$ cat config.mk
export PLATFORM = sky130hd
export DESIGN_NAME = dmem_word_port
export DESIGN_NICKNAME = d
export VERILOG_FILES = /design/src/rtl/dmem_pkg.sv /design/src/rtl/dmem_word_port.sv
export SDC_FILE = /design/constraint.sdc
export NUM_CORES = 1
export LEC_CHECK = 0
export ABC_CLOCK_PERIOD_IN_PS = 5200
export BUFFER_PORTS_ARGS = -buffer_cell sky130_fd_sc_hd__buf_2
export CORE_UTILIZATION = 55
export CTS_CLUSTER_SIZE = 12
export DETAILED_ROUTE_END_ITERATION = 16
export GPL_TIMING_DRIVEN = 1
export PLACE_DENSITY = 0.88
export SYNTH_ARGS = -nofsm -noshare
export SYNTH_HDL_FRONTEND = slang
export SYNTH_SLANG_ARGS = --single-unit
$ cat constraint.sdc
create_clock -name clk -period 5.2 [get_ports clk]
set_clock_uncertainty 0.15 [all_clocks]
set_input_delay 0.78 -clock clk [delete_from_list [all_inputs] [get_ports clk]]
set_output_delay 0.78 -clock clk [all_outputs]
set_load 0.02 [all_outputs]
$ cat src/rtl/dmem_pkg.sv
// Shared types and helpers for the byte-serialised data-memory word port.
package dmem_pkg;

  typedef enum logic [2:0] {
    IDLE,
    WR,
    RD,
    RD_LAST,
    RESP
  } state_t;

  localparam int BYTES_PER_WORD = 4;

  // Big-endian lane select: lane 0 is the most significant byte of the word.
  function automatic logic [7:0] be_lane(input logic [31:0] word, input logic [1:0] k);
    logic [7:0] lane;
    case (k)
      2'd0:    lane = word[31:24];
      2'd1:    lane = word[23:16];
      2'd2:    lane = word[15:8];
      default: lane = word[7:0];
    endcase
    return lane;
  endfunction

endpackage

$ cat src/rtl/dmem_word_port.sv
// Multi-cycle port that splits 32-bit loads/stores into four big-endian byte
// beats against a byte-wide synchronous memory and answers over valid/ready.
module dmem_word_port
  import dmem_pkg::*;
#(
  parameter int ADDR_W = 6
) (
  input  logic              clk,
  input  logic              rst_n,
  input  logic              req_valid,
  output logic              req_ready,
  input  logic              req_write,
  input  logic [31:0]       req_addr,
  input  logic [31:0]       req_wdata,
  output logic              resp_valid,
  input  logic              resp_ready,
  output logic [31:0]       resp_rdata,
  output logic              resp_err,
  output logic [ADDR_W-1:0] mem_addr,
  output logic              mem_we,
  output logic [7:0]        mem_wdata,
  input  logic [7:0]        mem_rdata
);

  state_t              state_reg, state_next;
  logic [1:0]          beat_reg, beat_next;
  logic [ADDR_W-1:0]   base_reg;
  logic [ADDR_W-1:0]   addr_hold_reg;
  logic [ADDR_W-1:0]   beat_addr;
  logic [31:0]         wdata_reg;
  logic                write_reg;
  logic                err_reg;
  logic                req_bad;
  logic                accept;
  logic                cap_en;
  logic [1:0]          cap_idx;
  logic [31:0]         rword;

  // Misaligned or beyond the memory: rejected without touching memory.
  assign req_bad   = (req_addr[1:0] != 2'b00) || (req_addr[31:ADDR_W] != '0);
  assign accept    = req_valid && (state_reg == IDLE);
  // Aligned words never cross the top of memory, so no wrap handling needed.
  assign beat_addr = base_reg + ADDR_W'(beat_reg);

  // Next-state, beat sequencing and all handshake/memory outputs.
  always_comb begin
    state_next = state_reg;
    beat_next  = beat_reg;
    req_ready  = 1'b0;
    resp_valid = 1'b0;
    mem_we     = 1'b0;
    mem_wdata  = 8'h00;
    mem_addr   = addr_hold_reg;
    cap_en     = 1'b0;
    cap_idx    = 2'd0;
    case (state_reg)
      IDLE: begin
        req_ready = 1'b1;
        beat_next = 2'd0;
        if (req_valid) begin
          if (req_bad)        state_next = RESP;
          else if (req_write) state_next = WR;
          else                state_next = RD;
        end
      end
      WR: begin
        mem_we    = 1'b1;
        mem_addr  = beat_addr;
        mem_wdata = be_lane(wdata_reg, beat_reg);
        beat_next = beat_reg + 2'd1;
        if (beat_reg == 2'd3) state_next = RESP;
      end
      RD: begin
        mem_addr  = beat_addr;
        // Read data lags the address by one cycle, so beat k yields byte k-1.
        cap_en    = (beat_reg != 2'd0);
        cap_idx   = beat_reg - 2'd1;
        beat_next = beat_reg + 2'd1;
        if (beat_reg == 2'd3) state_next = RD_LAST;
      end
      RD_LAST: begin
        cap_en     = 1'b1;
        cap_idx    = 2'd3;
        beat_next  = 2'd0;
        state_next = RESP;
      end
      RESP: begin
        resp_valid = 1'b1;
        if (resp_ready) state_next = IDLE;
      end
      default: state_next = IDLE;
    endcase
  end

  // Load data only leaves the block for successful loads.
  assign resp_rdata = (state_reg == RESP && !err_reg && !write_reg) ? rword : 32'h0;
  assign resp_err   = (state_reg == RESP) && err_reg;

  // FSM state and beat counter.
  always_ff @(posedge clk or negedge rst_n) begin
    if (!rst_n) begin
      state_reg <= IDLE;
      beat_reg  <= 2'd0;
    end else begin
      state_reg <= state_next;
      beat_reg  <= beat_next;
    end
  end

  // Request fields are sampled only on the accept edge.
  always_ff @(posedge clk or negedge rst_n) begin
    if (!rst_n) begin
      base_reg  <= '0;
      wdata_reg <= 32'h0;
      write_reg <= 1'b0;
      err_reg   <= 1'b0;
    end else if (accept) begin
      base_reg  <= req_addr[ADDR_W-1:0];
      wdata_reg <= req_wdata;
      write_reg <= req_write;
      err_reg   <= req_bad;
    end
  end

  // Remember the last beat address so mem_addr is steady between accesses.
  always_ff @(posedge clk or negedge rst_n) begin
    if (!rst_n)                                 addr_hold_reg <= '0;
    else if (state_reg == WR || state_reg == RD) addr_hold_reg <= beat_addr;
  end

  // One capture register per byte lane of the assembled load word.
  for (genvar gi = 0; gi < BYTES_PER_WORD; gi++) begin : g_lane
    logic [7:0] byte_reg;

    // Clear on accept, then capture this lane when its read beat returns.
    always_ff @(posedge clk or negedge rst_n) begin
      if (!rst_n)                             byte_reg <= 8'h00;
      else if (accept)                        byte_reg <= 8'h00;
      else if (cap_en && cap_idx == 2'(gi))   byte_reg <= mem_rdata;
    end

    assign rword[31-8*gi -: 8] = byte_reg;
  end

endmodule

==> results of run 1 <==
[cells by family after synthesis]
logic type               share of synthesized area, %
AO/OA/AOI/OAI                                    5.25
XOR/XNOR                                         1.06
adder cells (fa/ha/maj)                          2.30
buffers and inverters                            5.61
flip-flops                                       50.3
multiplexers                                     20.1
AND/OR/NAND/NOR                                  15.3
[metrics by stage]
stage,cell area (sq um),std cells,power (mW),setup slack (ns),utilization [%]
final,4920,565,1.53,1.93,67.9
after global routing,4920,565,1.60,1.79,67.9
after CTS,4920,565,1.54,1.62,67.8
after detailed placement,4670,549,0.992,1.97,64.4
after global placement,4670,549,0.979,2.17,64.4
after floorplan,4130,346,0.930,2.66,-
[final cells by class]
type	count	share of cell area, %
clock buffers	10	2.59
well taps	99	2.52
flip-flops and latches	83	42.2
inverters	6	0.458
repair buffers	126	12.9
multi-input cells	235	37.1
clock inverters	6	2.31
[power by group through the flow]
stage	clock [mW]	sequential, mW	combinational [mW]
global route	0.588	0.775	0.236
detailed placement	0	0.776	0.216
global placement	0	0.773	0.206
CTS	0.563	0.765	0.216
finish	0.551	0.766	0.214
floorplan	0	0.760	0.170
[worst register-to-register path: cells and delay by family (launching register included)]
family | cells | cell delay [ns]
adders and majority gates | 1 | 0.40
buffers and inverters | 1 | 0.15
DFF | 1 | 0.49
muxes | 1 | 0.30
and+or+nand+nor | 3 | 0.94
[final timing paths]
| kind | to | slack [ns] | cells after the start |
|---|---|---|---|
| worst max-delay path | mem_wdata[3] | 1.93 | 7 |
| worst min-delay path | addr_hold_reg[1] | 0.35 | 1 |
| worst max register to register | g_lane[2].byte_reg[0] | 2.62 | 6 |
| worst min register to register | addr_hold_reg[1] | 0.35 | 1 |
| max in group asynchronous | wdata_reg[7] | 3.76 | 1 |
| min in group asynchronous | state_reg[1] | 0.44 | 1 |
[per-layer routing]
metal	vias up	global-route usage, %	wire length, microns
met1	1416	30.8	3620
met4	0	6.45	102
met3	8	6.72	509
met2	99	37.6	4090
met5	-	0	0
li1	1435	-	-
[cell usage in the layout, fill, tap and decap left out, types with 2 or more instances in the layout]
cell type	instances
buf_2	125
dfrtp_1	83
nor2_1	59
and2_1	32
mux2i_1	32
mux2_2	29
a21oi_1	14
mux2_4	10
clkbuf_8	9
a222oi_1	8
nor4_1	7
inv_1	6
ha_1	6
xnor2_1	3
nand3_1	3
nand2_1	3
o21ai_0	3
mux2_1	3
bufinv_16	3
nor3_4	2
xor2_1	2
nor2b_1	2
a22o_1	2
nand3_2	2
clkinvlp_4	2
==> metrics.md, run 1 <==
| Metric | Value |
|---|---|
| Outcome | `completed` |
| Pwr dens | `about 310 nW/um^2` |
| Vias | `roughly 3,000` |
| Ports | `approximately 130` |
| Synth top area share | `~50%` |
| CORE AREA | `~7300 sq um` |
| RSZ-0062 raised after global routing | `no` |
| Setup bufs post-CTS | `0` |
| Sink Count | `83` |
| Number of nets still failing antenna checks after routing | `0` |
| Critical-path cell list | `inv_1 > ha_1 > a222oi_1 > nor2_1 > a21oi_1 > nor2_1 > buf_2` |
| DR iter-0 viols | `around 170` |
| HPWL Detailed | `about 6 mm` |
| Initial antenna violation count | `0` |
| Starting Density | `56.9%` |
| Final Net Count | `545` |
| CTS H-Tree Depth | `3` |
| Kind of critical path | `flop to primary output` |
| Max transition margin | `between 20% and 30%` |
| FF/Latch Area | `2080 sq um` |
| Worst-skew pair later-pin latency | `0.34 ns` |
| GP Congestion | `between 0.7 and 0.8` |
| Sequential Power Share | `about half` |
| Switch share | `around a quarter` |
| Slew at the pin closest to its max-slew limit | `around 1.1 ns` |
| Hold Fails Final Rpt | `0` |
| First-pass GRT wire length | `roughly 14 mm` |
| Combinational power share | `between 10% and 20%` |
| HP Start | `addr_hold_reg[1]` |
| WL final | `~8.3 mm` |
| Num rows | `31` |
| TritonCTS buffer count | `9` |
| DRT Pass-1 Iters | `4` |
| CP Buf/Inv Count | `2` |
| Hold_ws | `around 0.35 ns` |
| Critical path required time | `about 4.3 ns` |
| Top post-synthesis cells by count | `dfrtp_1 (83), nor2_1 (59), and2_1 (32), mux2i_1 (32), mux2_2 (29)` |
| Worst r2r src | `beat_reg[0]` |
| GRT overflow | `0` |
| Net Switching | `about 380 uW` |
| Maximum clock rate | `~310 MHz` |
| Maximum buffer depth of the clock tree | `2` |
| Setup TNS | `0 ns` |
| Leakage | `approximately 2.7 nW` |
| Ys async rst share | `100%` |
| Post_cts resized | `0` |
| Startpoint types | `flop` |
| Slowest stage delay, CP | `0.54 ns` |
| P_int | `between 1 and 1.5 mW` |
| Number of fill cells | `~550` |
| Area of the mapped netlist | `4130 sq um` |
| Crit path max-delay family | `compound AO/OA/AOI/OAI gates` |
| EDFF count, synth | `0` |
| GRT Util Overall | `23.2%` |
| Cell taking the most area after synthesis | `dfrtp_1` |
| Worst setup path startpoint | `beat_reg[0]` |
| Routed len/inst | `14.7 microns` |
| Crit-path max FO | `10` |
| Layout area overhead | `19.3%` |
| Largest net degree at the start of global routing | `84` |
| Share of the yosys chip area belonging to registers | `slightly above 50%` |
| Hold Crit Class | `flop to flop` |
| Final slew viol count | `0` |
| Clock share of power | `36.0%` |
| Synth Instances | `roughly 350` |
| Fin crit period | `3.27 ns` |
| Setup Viol. Count Final | `0` |
| Diodes inserted | `0` |
| Die height | `approximately 89 microns` |
| Clk slew on worst S/H paths | `approximately 0.080 ns` |
| CP arrival | `~2.3 ns` |
| Die area | `roughly 7900 sq um` |
| Cts hold-fix bufs | `0` |
| Die W | `88.6 microns` |
| Count leader, synth | `dfrtp_1` |
| Maximum vdd ir drop | `roughly 230 uV` |
| Root buf cell | `clkbuf_8` |
| Vias in the first global route | `2,865` |
| Syn avg cell area | `11.9 sq um` |
| Tcrit/Tclk final | `a little over three fifths` |
| Main synth FF type | `dfrtp_1` |
| Residual DRC | `0` |
| Synth area leaders | `dfrtp_1 (50%), mux2_2 (7.9%), mux2i_1 (7.8%), nor2_1 (5.4%), and2_1 (4.9%)` |
| Yosys warns | `0` |
| Top cell by count, worst path | `nor2_1` |
| PortBufs | `approximately 130` |
| CTS tree | `done` |
| MaxCap Viol Count | `0` |
| Number of synthesized register bits | `83` |
| Syn_nets | `430` |
| Share of layout cells above drive strength 1 | `40.3%` |
| Slowest cell on the critical path | `a222oi_1` |
| CP endpoint kind | `primary output` |
| Netlist cell types | `42` |
| Vias/cell | `5.24` |
| Area of the multi-input gates | `roughly 1800 sq um` |
Note: power is estimated with default switching activity, not from simulation.
==> run 2: changes to the inputs <==
--- a/config.mk
+++ b/config.mk
@@ -5,13 +5,14 @@
 export SDC_FILE = /design/constraint.sdc
 export NUM_CORES = 1
 export LEC_CHECK = 0
-export ABC_CLOCK_PERIOD_IN_PS = 5200
+export ABC_AREA = 1
+export ABC_CLOCK_PERIOD_IN_PS = 3300
 export BUFFER_PORTS_ARGS = -buffer_cell sky130_fd_sc_hd__buf_2
-export CORE_UTILIZATION = 55
+export CORE_UTILIZATION = 52
 export CTS_CLUSTER_SIZE = 12
 export DETAILED_ROUTE_END_ITERATION = 16
 export GPL_TIMING_DRIVEN = 1
-export PLACE_DENSITY = 0.88
+export PLACE_DENSITY = 0.84
 export SYNTH_ARGS = -nofsm -noshare
 export SYNTH_HDL_FRONTEND = slang
 export SYNTH_SLANG_ARGS = --single-unit
==> constraint.sdc (replaced) <==
create_clock -name clk -period 3.3 [get_ports clk]
set_clock_uncertainty 0.15 [all_clocks]
set_input_delay 0.495 -clock clk [delete_from_list [all_inputs] [get_ports clk]]
set_output_delay 0.495 -clock clk [all_outputs]
set_load 0.02 [all_outputs]
==> metrics.md, run 2 <==
| Metric | Value |
|---|---|
| Outcome | `completed` |
| Tcrit/Tclk final | `83.2%` |
| Die height | `roughly 90 microns` |
| Setup Viol. Count Final | `0` |
| Top post-synthesis cells by count | `nand2_1 (211), dfrtp_1 (83), inv_1 (63)` |
| Post_cts resized | `0` |
| Number of synthesized register bits | `83` |
| Critical-path cell list | `ha_1 > fa_1 > nand3_1 > xor2_1 > o21ai_0 > buf_2` |
| Netlist cell types | `29` |
| Most frequent cells in the layout | `nand2_1 (211), buf_2 (125), dfrtp_1 (83)` |
| Initial antenna violation count | `0` |
| EDFF count, synth | `0` |
| Hold_ws | `between 0.1 and 0.15 ns` |
| Cts hold-fix bufs | `0` |
| Pwr dens | `slightly above 700 nW/um^2` |
| Diodes inserted | `0` |
| Synth Instances | `approximately 550` |
| Slew at the pin closest to its max-slew limit | `approximately 1.0 ns` |
| MaxCap Viol Count | `0` |
| Yosys warns | `0` |
| PortBufs | `between 100 and 150` |
| Number of fill cells | `about 700` |
| Maximum vdd ir drop | `between 400 and 500 uV` |
| Syn_nets | `631` |
| Main synth FF type | `dfrtp_1` |
| FF/Latch Area | `a little over 2000 sq um` |
| HPWL Detailed | `~6.6 mm` |
| Final Net Count | `748` |
| Final core utilization | `between 60% and 70%` |
| CP arrival | `roughly 2.1 ns` |
| Maximum buffer depth of the clock tree | `2` |
| Share of layout cells above drive strength 1 | `between 20% and 30%` |
| Die area | `approximately 8400 sq um` |
| Place WS | `0.920 ns` |
| GRT Util Overall | `between 20% and 30%` |
| Slowest stage delay, CP | `approximately 0.46 ns` |
| Num rows | `32` |
| Final WS setup | `between 0.5 and 0.6 ns` |
| TritonCTS buffer count | `9` |
| Vias in the first global route | `between 3,000 and 4,000` |
| Die W | `a little over 90 microns` |
| Syn avg cell area | `~7.6 sq um` |
| WL final | `approximately 9.4 mm` |
| Cell taking the most area after synthesis | `dfrtp_1` |
| Setup TNS | `0 ns` |
| Sink Count | `between 80 and 90` |
| Residual DRC | `0` |
| Most common cell after layout, fill and taps aside | `nand2_1` |
| Routed len/inst | `between 10 and 15 microns` |
| Synth top area share | `around half` |
| Area of the multi-input gates | `about 1700 sq um` |
| CP endpoint kind | `primary output` |
| Worst-skew pair later-pin latency | `between 0.3 and 0.4 ns` |
| Count leader, synth | `nand2_1` |
| Crit-path max FO | `7` |
| GRT overflow | `0` |
| Setup bufs post-CTS | `0` |
| DR iter-0 viols | `about 170` |
| RSZ-0062 raised after global routing | `no` |
| CTS H-Tree Depth | `3` |
| Clk slew on worst S/H paths | `0.08 ns` |
| Ports | `about 130` |
| GP Congestion | `~0.8` |
| Share of the yosys chip area belonging to registers | `49.6%` |
| Reg2reg path depth | `10` |
| First-pass GRT wire length | `roughly 16 mm` |
| Slowest cell on the critical path | `dfrtp_1` |
| Hold Crit Class | `input pin to asynchronous set/reset pin` |
| Startpoint types | `flop` |
| Vias/cell | `4.84` |
| Number of nets still failing antenna checks after routing | `0` |
| CTS tree | `done` |
| Max transition margin | `between 30% and 40%` |
| Synth area leaders | `dfrtp_1 (50%), nand2_1 (19%), inv_1 (5.7%), nor2_1 (5.2%), o21ai_0 (4.7%)` |
| Root buf cell | `clkbuf_8` |
| Leakage | `approximately 2.8 nW` |
| Vias | `~3,700` |
| Critical path required time | `2.65 ns` |
| Kind of critical path | `flop to primary output` |
| Tot Pwr | `between 3 and 4 mW` |
| Area of the mapped netlist | `roughly 4200 sq um` |
| Layout area overhead | `19.9%` |
| Final slew viol count | `0` |
| DRT Pass-1 Iters | `5` |
| Maximum clock rate | `between 300 and 400 MHz` |
| Largest net degree at the start of global routing | `84` |
| Starting Density | `roughly 54%` |
| Hold Fails Final Rpt | `0` |
| Fin crit period | `roughly 2.7 ns` |
| CORE AREA | `between 7000 and 8000 sq um` |
| Ys async rst share | `100%` |
-- run 2: cell types whose count changed in the layout (fill, tap and decap cells not counted), moves of 7 or more --
cell      change
o21ai_1      +10
and2_1       -32
mux2_2       -29
inv_2         +8
nor4_1        -7
a222oi_1      -8
a31oi_1       +8
mux2i_1      -32
mux2_4       -10
nand2_1     +208
o21ai_0      +36
inv_1        +57
-- run 2: final cells by class --
| class | count | area share (%) |
|---|---|---|
| Multi-Input combinational cell | 370 | 33.2 |
| Clock buffer | 9 | 2.47 |
| Sequential cell | 83 | 41.4 |
| Inverter | 72 | 5.53 |
| Clock inverter | 7 | 1.97 |
| Timing Repair Buffer | 128 | 12.9 |
| Tap cell | 102 | 2.54 |
-- run 2: cells by family after synthesis --
family,synth area share [%]
AND/OR/NAND/NOR,28.1
adder cells (fa/ha/maj),2.27
XOR/XNOR,0.419
flip-flops,49.6
AO/OA/AOI/OAI,8.97
buffers and inverters,10.6
-- run 2: final timing paths --
| kind | from | endpoint | slack [ns] |
|---|---|---|---|
| worst max-delay path | beat_reg[0] | mem_addr[4] | 0.55 |
| worst min-delay path | rst_n | g_lane[3].byte_reg[4] | 0.15 |
| worst max register to register | state_reg[0] | g_lane[1].byte_reg[0] | 1.19 |
| worst min register to register | wdata_reg[12] | wdata_reg[12] | 0.33 |
| max in group asynchronous | rst_n | addr_hold_reg[1] | 2.16 |
| min in group clk | req_wdata[31] | wdata_reg[31] | 0.18 |
-- run 2: through the flow --
| stage | instance area, sq um | instances |
|---|---|---|
| final | 5020 | 771 |
| after global routing | 5020 | 771 |
| after CTS | 5020 | 771 |
| after detailed placement | 4800 | 755 |
| after global placement | 4800 | 755 |
| after floorplan | 4180 | 547 |
-- run 2: routing by layer --
metal | vias to the layer above | wire length, microns | track usage (%)
met5 | - | 0 | 0
met1 | 1707 | 4190 | 30.2
met3 | 13 | 497 | 4.81
met4 | 0 | 120 | 8.46
met2 | 122 | 4620 | 41.5
li1 | 1887 | - | -
-- run 2: critical path: cells and delay by family (launching register included) --
family / cells / cell delay, ns
adder cells (fa/ha/maj): 2 / 0.68
flip-flops: 1 / 0.46
AO/OA/AOI/OAI: 1 / 0.23
buffers and inverters: 1 / 0.22
AND/OR/NAND/NOR: 1 / 0.10
XOR/XNOR: 1 / 0.07
-- run 2: where the power goes --
part / switching [mW] / internal [mW] / total, mW
registers: 0.218 / 1.42 / 1.64
logic: 0.794 / 0.390 / 1.18
clock network: 0.388 / 0.432 / 0.819
total: 1.40 / 2.24 / 3.64
